**src/rtl/rv32_mem_arbiter.sv**
```systemverilog
// Round-robin share of one memory port between core (0) and loader/DMA (1); MEM_LATENCY+2 cycles per transaction.
// Requests wait on ready while a transaction is in flight. Access: 0=byte,1=half,2=word; exception is a 4-bit mask.
module rv32_mem_arbiter #(
   parameter int unsigned MEM_LATENCY = 1
) (
   input  logic        clk,
   input  logic        rst,
   input  logic        req0_valid,
   output logic        req0_ready,
   input  logic [31:0] req0_addr,
   input  logic [31:0] req0_wr_data,
   input  logic        req0_wr_ena,
   input  logic [1:0]  req0_access,
   input  logic        req1_valid,
   output logic        req1_ready,
   input  logic [31:0] req1_addr,
   input  logic [31:0] req1_wr_data,
   input  logic        req1_wr_ena,
   input  logic [1:0]  req1_access,
   output logic        rsp0_valid,
   output logic [31:0] rsp0_rd_data,
   output logic [3:0]  rsp0_exception,
   output logic        rsp1_valid,
   output logic [31:0] rsp1_rd_data,
   output logic [3:0]  rsp1_exception,
   output logic [31:0] mem_addr,
   output logic [31:0] mem_wr_data,
   output logic        mem_wr_ena,
   output logic [1:0]  mem_access,
   input  logic [31:0] mem_rd_data,
   input  logic [3:0]  mem_exception,
   output logic        busy,
   output logic        owner
);

   localparam logic [1:0] MEM_ACCESS_BYTE = 2'd0;
   localparam logic [2:0] CNT_INIT        = 3'(MEM_LATENCY - 1);

   typedef enum logic [1:0] {S_IDLE, S_ACCESS, S_RESP} state_t;

   state_t      state_q;
   logic        owner_q;
   logic [2:0]  cnt_q;
   logic [31:0] addr_q;
   logic [31:0] wr_data_q;
   logic        wr_ena_q;
   logic [1:0]  access_q;
   logic        rsp0_valid_q;
   logic        rsp1_valid_q;
   logic [31:0] rd_data_q;
   logic [3:0]  exception_q;

   logic        grant0;
   logic        grant1;
   logic [31:0] addr_d;
   logic [31:0] wr_data_d;
   logic        wr_ena_d;
   logic [1:0]  access_d;

   // On a tie the port that did not win last time is granted.
   assign grant0 = (state_q == S_IDLE) && req0_valid && (!req1_valid || owner_q);
   assign grant1 = (state_q == S_IDLE) && req1_valid && (!req0_valid || !owner_q);

   assign addr_d    = grant1 ? req1_addr    : req0_addr;
   assign wr_data_d = grant1 ? req1_wr_data : req0_wr_data;
   assign wr_ena_d  = grant1 ? req1_wr_ena  : req0_wr_ena;
   assign access_d  = grant1 ? req1_access  : req0_access;

   always_ff @(posedge clk or negedge rst) begin
      if (!rst) begin
         state_q      <= S_IDLE;
         owner_q      <= 1'b1;
         cnt_q        <= 3'd0;
         addr_q       <= 32'd0;
         wr_data_q    <= 32'd0;
         wr_ena_q     <= 1'b0;
         access_q     <= MEM_ACCESS_BYTE;
         rsp0_valid_q <= 1'b0;
         rsp1_valid_q <= 1'b0;
         rd_data_q    <= 32'd0;
         exception_q  <= 4'd0;
      end else begin
         case (state_q)
            S_IDLE: begin
               if (grant0 || grant1) begin
                  addr_q    <= addr_d;
                  wr_data_q <= wr_data_d;
                  wr_ena_q  <= wr_ena_d;
                  access_q  <= access_d;
                  owner_q   <= grant1;
                  cnt_q     <= CNT_INIT;
                  state_q   <= S_ACCESS;
               end
            end
            S_ACCESS: begin
               // Write strobe lives only in the first access cycle: one write per transaction.
               wr_ena_q <= 1'b0;
               if (cnt_q == 3'd0) begin
                  rd_data_q    <= mem_rd_data;
                  exception_q  <= mem_exception;
                  rsp0_valid_q <= !owner_q;
                  rsp1_valid_q <= owner_q;
                  addr_q       <= 32'd0;
                  wr_data_q    <= 32'd0;
                  access_q     <= MEM_ACCESS_BYTE;
                  state_q      <= S_RESP;
               end else begin
                  cnt_q <= cnt_q - 3'd1;
               end
            end
            S_RESP: begin
               rsp0_valid_q <= 1'b0;
               rsp1_valid_q <= 1'b0;
               state_q      <= S_IDLE;
            end
            default: state_q <= S_IDLE;
         endcase
      end
   end

   assign req0_ready     = grant0;
   assign req1_ready     = grant1;
   assign rsp0_valid     = rsp0_valid_q;
   assign rsp1_valid     = rsp1_valid_q;
   assign rsp0_rd_data   = rd_data_q;
   assign rsp1_rd_data   = rd_data_q;
   assign rsp0_exception = exception_q;
   assign rsp1_exception = exception_q;
   assign mem_addr       = addr_q;
   assign mem_wr_data    = wr_data_q;
   assign mem_wr_ena     = wr_ena_q;
   assign mem_access     = access_q;
   assign busy           = (state_q != S_IDLE);
   assign owner          = owner_q;

endmodule

```
**config.mk**
```make
export PLATFORM = sky130hd
export DESIGN_NAME = rv32_mem_arbiter
export DESIGN_NICKNAME = d
export VERILOG_FILES = /design/src/rtl/rv32_mem_arbiter.sv
export SDC_FILE = /design/constraint.sdc
export NUM_CORES = 1
export LEC_CHECK = 0
export CAP_MARGIN = 20
export CORE_MARGIN = 2
export CORE_UTILIZATION = 39
export CTS_CLUSTER_DIAMETER = 200
export DETAILED_ROUTE_END_ITERATION = 6
export HOLD_SLACK_MARGIN = 0.15
export PLACE_DENSITY = 0.9
export SETUP_SLACK_MARGIN = 0.3
export SLEW_MARGIN = 20
export SYNTH_ARGS = -nofsm -noshare
export SYNTH_HDL_FRONTEND = slang
export SYNTH_SLANG_ARGS = --single-unit
```
**constraint.sdc**
```tcl
create_clock -name clk -period 2.1 [get_ports clk]
set_clock_uncertainty 0.05 [all_clocks]
set_input_delay 0.21 -clock clk [delete_from_list [all_inputs] [get_ports clk]]
set_output_delay 0.21 -clock clk [all_outputs]
set_load 0.01 [all_outputs]
```
==> metrics.txt <==
cell-by-cell trace of the critical path=inv_1 -> ha_1 -> nand2b_1 -> a211oi_4 -> buf_4 -> buf_12 -> o32ai_1; synth unique cells=33; detailed-route DRC error count=0; die width=around 120 microns; H-Tree Level Count=3; post-detailed-placement cell area=between 8000 and 9000 sq um; clock slew at the register clock pins of the worst setup and hold paths=roughly 0.080 ns; Layout area overhead=61.2%; data arrival time at the worst-slack endpoint=roughly 1.9 ns; core occupancy in the finished layout=approximately 64%; antenna violations before repair=1; R2R cell count=7; DR vias/cell=roughly 5.5; Fin Setup TNS=0 ns; Initial Util=about two fifths; clock sink count=111; max-slew violation total from the final report=0; total wire length=just under 20000 microns; largest net degree at the start of global routing=roughly 70; number of vias after detailed routing=~5500; RSZ-0062 raised after global routing=true; Largest stage delay, worst path=0.40 ns; cells taking the most area after synthesis=sky130_fd_sc_hd__dfrtp_1 (49%), sky130_fd_sc_hd__o32ai_1 (10%), sky130_fd_sc_hd__a22oi_1 (8.7%); number of buffers created by CTS=9; Yosys Warn Count=0; VDD IR max=approximately 610 uV; I/O pin count=roughly 320; max-cap check violation count=0; category of the critical setup timing path=register to register; post-route minimum period=approximately 1.8 ns; area enclosed by the die boundary=15500 sq um; vias in the first global route=roughly 5500; number of hold-slack violations in the final timing report=0; CTS tree=built; average footprint of a synthesized cell=roughly 10 sq um; number of nets still failing antenna checks after routing=0; Non-Filler Cell Area, Final=roughly 9100 sq um; DP HPWL=between 10000 and 15000 microns; Post-Syn Nets=approximately 720; post-synthesis instance area=roughly 5700 sq um; largest buffer count on any clock path=2; cell at the slowest stage of the critical path=sky130_fd_sc_hd__dfrtp_1; number of buffers and inverters on the critical path=3; synthesized instance count=542; final worst path period share=between 80% and 90%; Max Clock Freq=between 0.5 and 0.6 GHz; number of synthesized register bits=111; Max-slew headroom=between 70 and 80%; drt pass-1 iters=5; dominant synthesized flop cell=sky130_fd_sc_hd__dfrtp_1; most instantiated library cell after synthesis=sky130_fd_sc_hd__dfrtp_1; portion of the post-synthesis area used by sequential elements=between 40% and 50%; DIE HEIGHT=125 microns; Critical Path Start Type=register; port buffer count=roughly 320; last weighted congestion value of the routability-driven placer=0.865; cell type with the highest aggregate area in the netlist=sky130_fd_sc_hd__dfrtp_1; root buffer cell=sky130_fd_sc_hd__clkbuf_16; number of fill cells=between 1000 and 1500; Register Area=around 2800 sq um; Nets=roughly 1000; Wirelength per Cell=19.7 microns; Worst EP required=about 2.3 ns; fraction of synthesized cell area taken by the top area cell type=48.6%; highest fanout seen on the critical path=33; multi-input combinational cell area=2080 sq um; number of enable-type register cells in the synthesized netlist=0; R2R Path End=mem_wr_data[22]$_DFFE_PN0P_; aggregate global routing overflow=0; iteration-0 DRC count of the detailed router=between 300 and 400; number of endpoints failing setup at the final stage=0; Site Rows=44; worst min path class=primary input to async pin; run status=finished clean; Crit path max-delay family=buffers and inverters; R2R Setup Slk=~0.33 ns; fraction of final layout cells with drive strength greater than 1=about 10%; nature of the critical path endpoint=register; global-route wire length before repair=roughly 30000 microns; area of the core=~14000 sq um; most used standard cells in the synthesized netlist=sky130_fd_sc_hd__dfrtp_1 (110), sky130_fd_sc_hd__inv_1 (68), sky130_fd_sc_hd__a21oi_1 (67); Total Routing Usage GR=between 20% and 30%; origin of the critical flop-to-flop path=cnt_q[0]$_DFFE_PN0P_; Static Leakage=between 3 and 4 nW; clock latency reported for the late side of the worst-skew pair=~0.35 ns; slew at the pin closest to its max-slew limit=slightly above 0.4 ns; total power divided by cell area=1330 nW/um^2; fraction of registers with async set/reset=100%; worst hold slack=0.250 ns
-- report_power, final --
| group | switching [mW] | total, mW | internal, mW |
|---|---|---|---|
| clock network | 0.777 | 1.59 | 0.812 |
| registers | 0.672 | 3.73 | 3.06 |
| logic | 3.00 | 6.79 | 3.79 |
-- metal layers --
metal	vias to the layer above	wire length, microns	global-route usage (%)
li1	2475	-	-
met5	-	0	0
met4	0	563	9.52
met1	2688	7610	29.1
met3	40	1510	5.46
met2	303	9890	40.9
-- through the flow --
stage / worst slack [ns] / power (mW) / cells
after detailed placement: 0.279 / 10.3 / 966
after global placement: 0.324 / 10.1 / 966
after CTS: 0.225 / 12.0 / 988
final: 0.328 / 12.1 / 995
after global routing: 0.272 / 12.8 / 995
after floorplan: 0.548 / 7.11 / 542
-- worst max path at each step --
stage                                 startpoint                            end  cells past startpoint
final                       cnt_q[0]$_DFFE_PN0P_    mem_wr_data[22]$_DFFE_PN0P_                      7
after global routing        cnt_q[0]$_DFFE_PN0P_    mem_wr_data[22]$_DFFE_PN0P_                      7
after CTS                      owner$_DFFE_PN1P_                     req0_ready                      3
after detailed placement    cnt_q[0]$_DFFE_PN0P_   rsp0_rd_data[24]$_DFFE_PN0P_                      5
after global placement    state_q[1]$_DFFE_PN0P_                     req0_ready                      3
after floorplan             cnt_q[0]$_DFFE_PN0P_  rsp0_exception[0]$_DFFE_PN0P_                      5
-- cells by family after synthesis --
| group | count (synthesis) | share of synthesized area, % |
|---|---|---|
| AO/OA/AOI/OAI | 209 | 26.2 |
| adder cells (fa/ha/maj) | 2 | 0.441 |
| buffers and inverters | 161 | 14.8 |
| flip-flops | 111 | 49.0 |
| multiplexers | 38 | 7.50 |
| AND/OR/NAND/NOR | 21 | 2.01 |
-- worst register-to-register path: cells and delay by family (launching register included) --
family | cells | cell delay, ns
buf+inv | 3 | 0.47
flops | 1 | 0.40
compound gates | 2 | 0.38
fa+ha+maj | 1 | 0.21
simple gates | 1 | 0.13
-- layout make-up --
cell class,instances,share of cell area [%]
timing repair buffer,344,38.5
clock buffer,12,2.59
tap,184,2.52
multi-input combinational,270,22.8
antenna,1,0.0274
inverter,69,2.83
sequential,111,30.4
clock inverter,4,0.356
-- what timing repair did --
item                                    4_1_cts  5_1_grt
endpoints found under the setup margin       36       99
gates cloned                                  0        2
gates resized for setup                       8        6
buffers inserted                              3        4
hold buffers                                  3        0
hold endpoints to repair                    111        0
pin swaps                                     0        2
-- flip-flops by register name, summed over array words and instances, names as in the netlist --
name / cells
rsp1_valid: 1
owner: 1
rsp0_rd_data: 32
mem_wr_data: 32
mem_wr_ena: 1
state_q: 2
rsp0_exception: 4
mem_access: 2
mem_addr: 32
rsp0_valid: 1
cnt_q: 3
-- placed cells by master (no fill, tap or decap), types with 2 or more instances in the layout --
master	count
sky130_fd_sc_hd__clkdlybuf4s50_1	311
sky130_fd_sc_hd__dfrtp_1	108
sky130_fd_sc_hd__inv_1	68
sky130_fd_sc_hd__a21oi_1	67
sky130_fd_sc_hd__a22oi_1	66
sky130_fd_sc_hd__o32ai_1	66
sky130_fd_sc_hd__mux2_2	33
sky130_fd_sc_hd__buf_4	12
sky130_fd_sc_hd__clkbuf_16	10
sky130_fd_sc_hd__buf_12	10
sky130_fd_sc_hd__nand2_1	4
sky130_fd_sc_hd__nand2b_1	4
sky130_fd_sc_hd__nor2_1	3
sky130_fd_sc_hd__mux2_1	3
sky130_fd_sc_hd__clkbuf_1	3
sky130_fd_sc_hd__dlygate4sd3_1	3
sky130_fd_sc_hd__o22ai_1	2
sky130_fd_sc_hd__mux2i_1	2
sky130_fd_sc_hd__a31oi_1	2
sky130_fd_sc_hd__ha_1	2
sky130_fd_sc_hd__clkinv_4	2
sky130_fd_sc_hd__clkinvlp_4	2
sky130_fd_sc_hd__buf_2	2
sky130_fd_sc_hd__dlygate4sd2_1	2
sky130_fd_sc_hd__dfrtp_2	2
(Power assumes the default switching activity.)
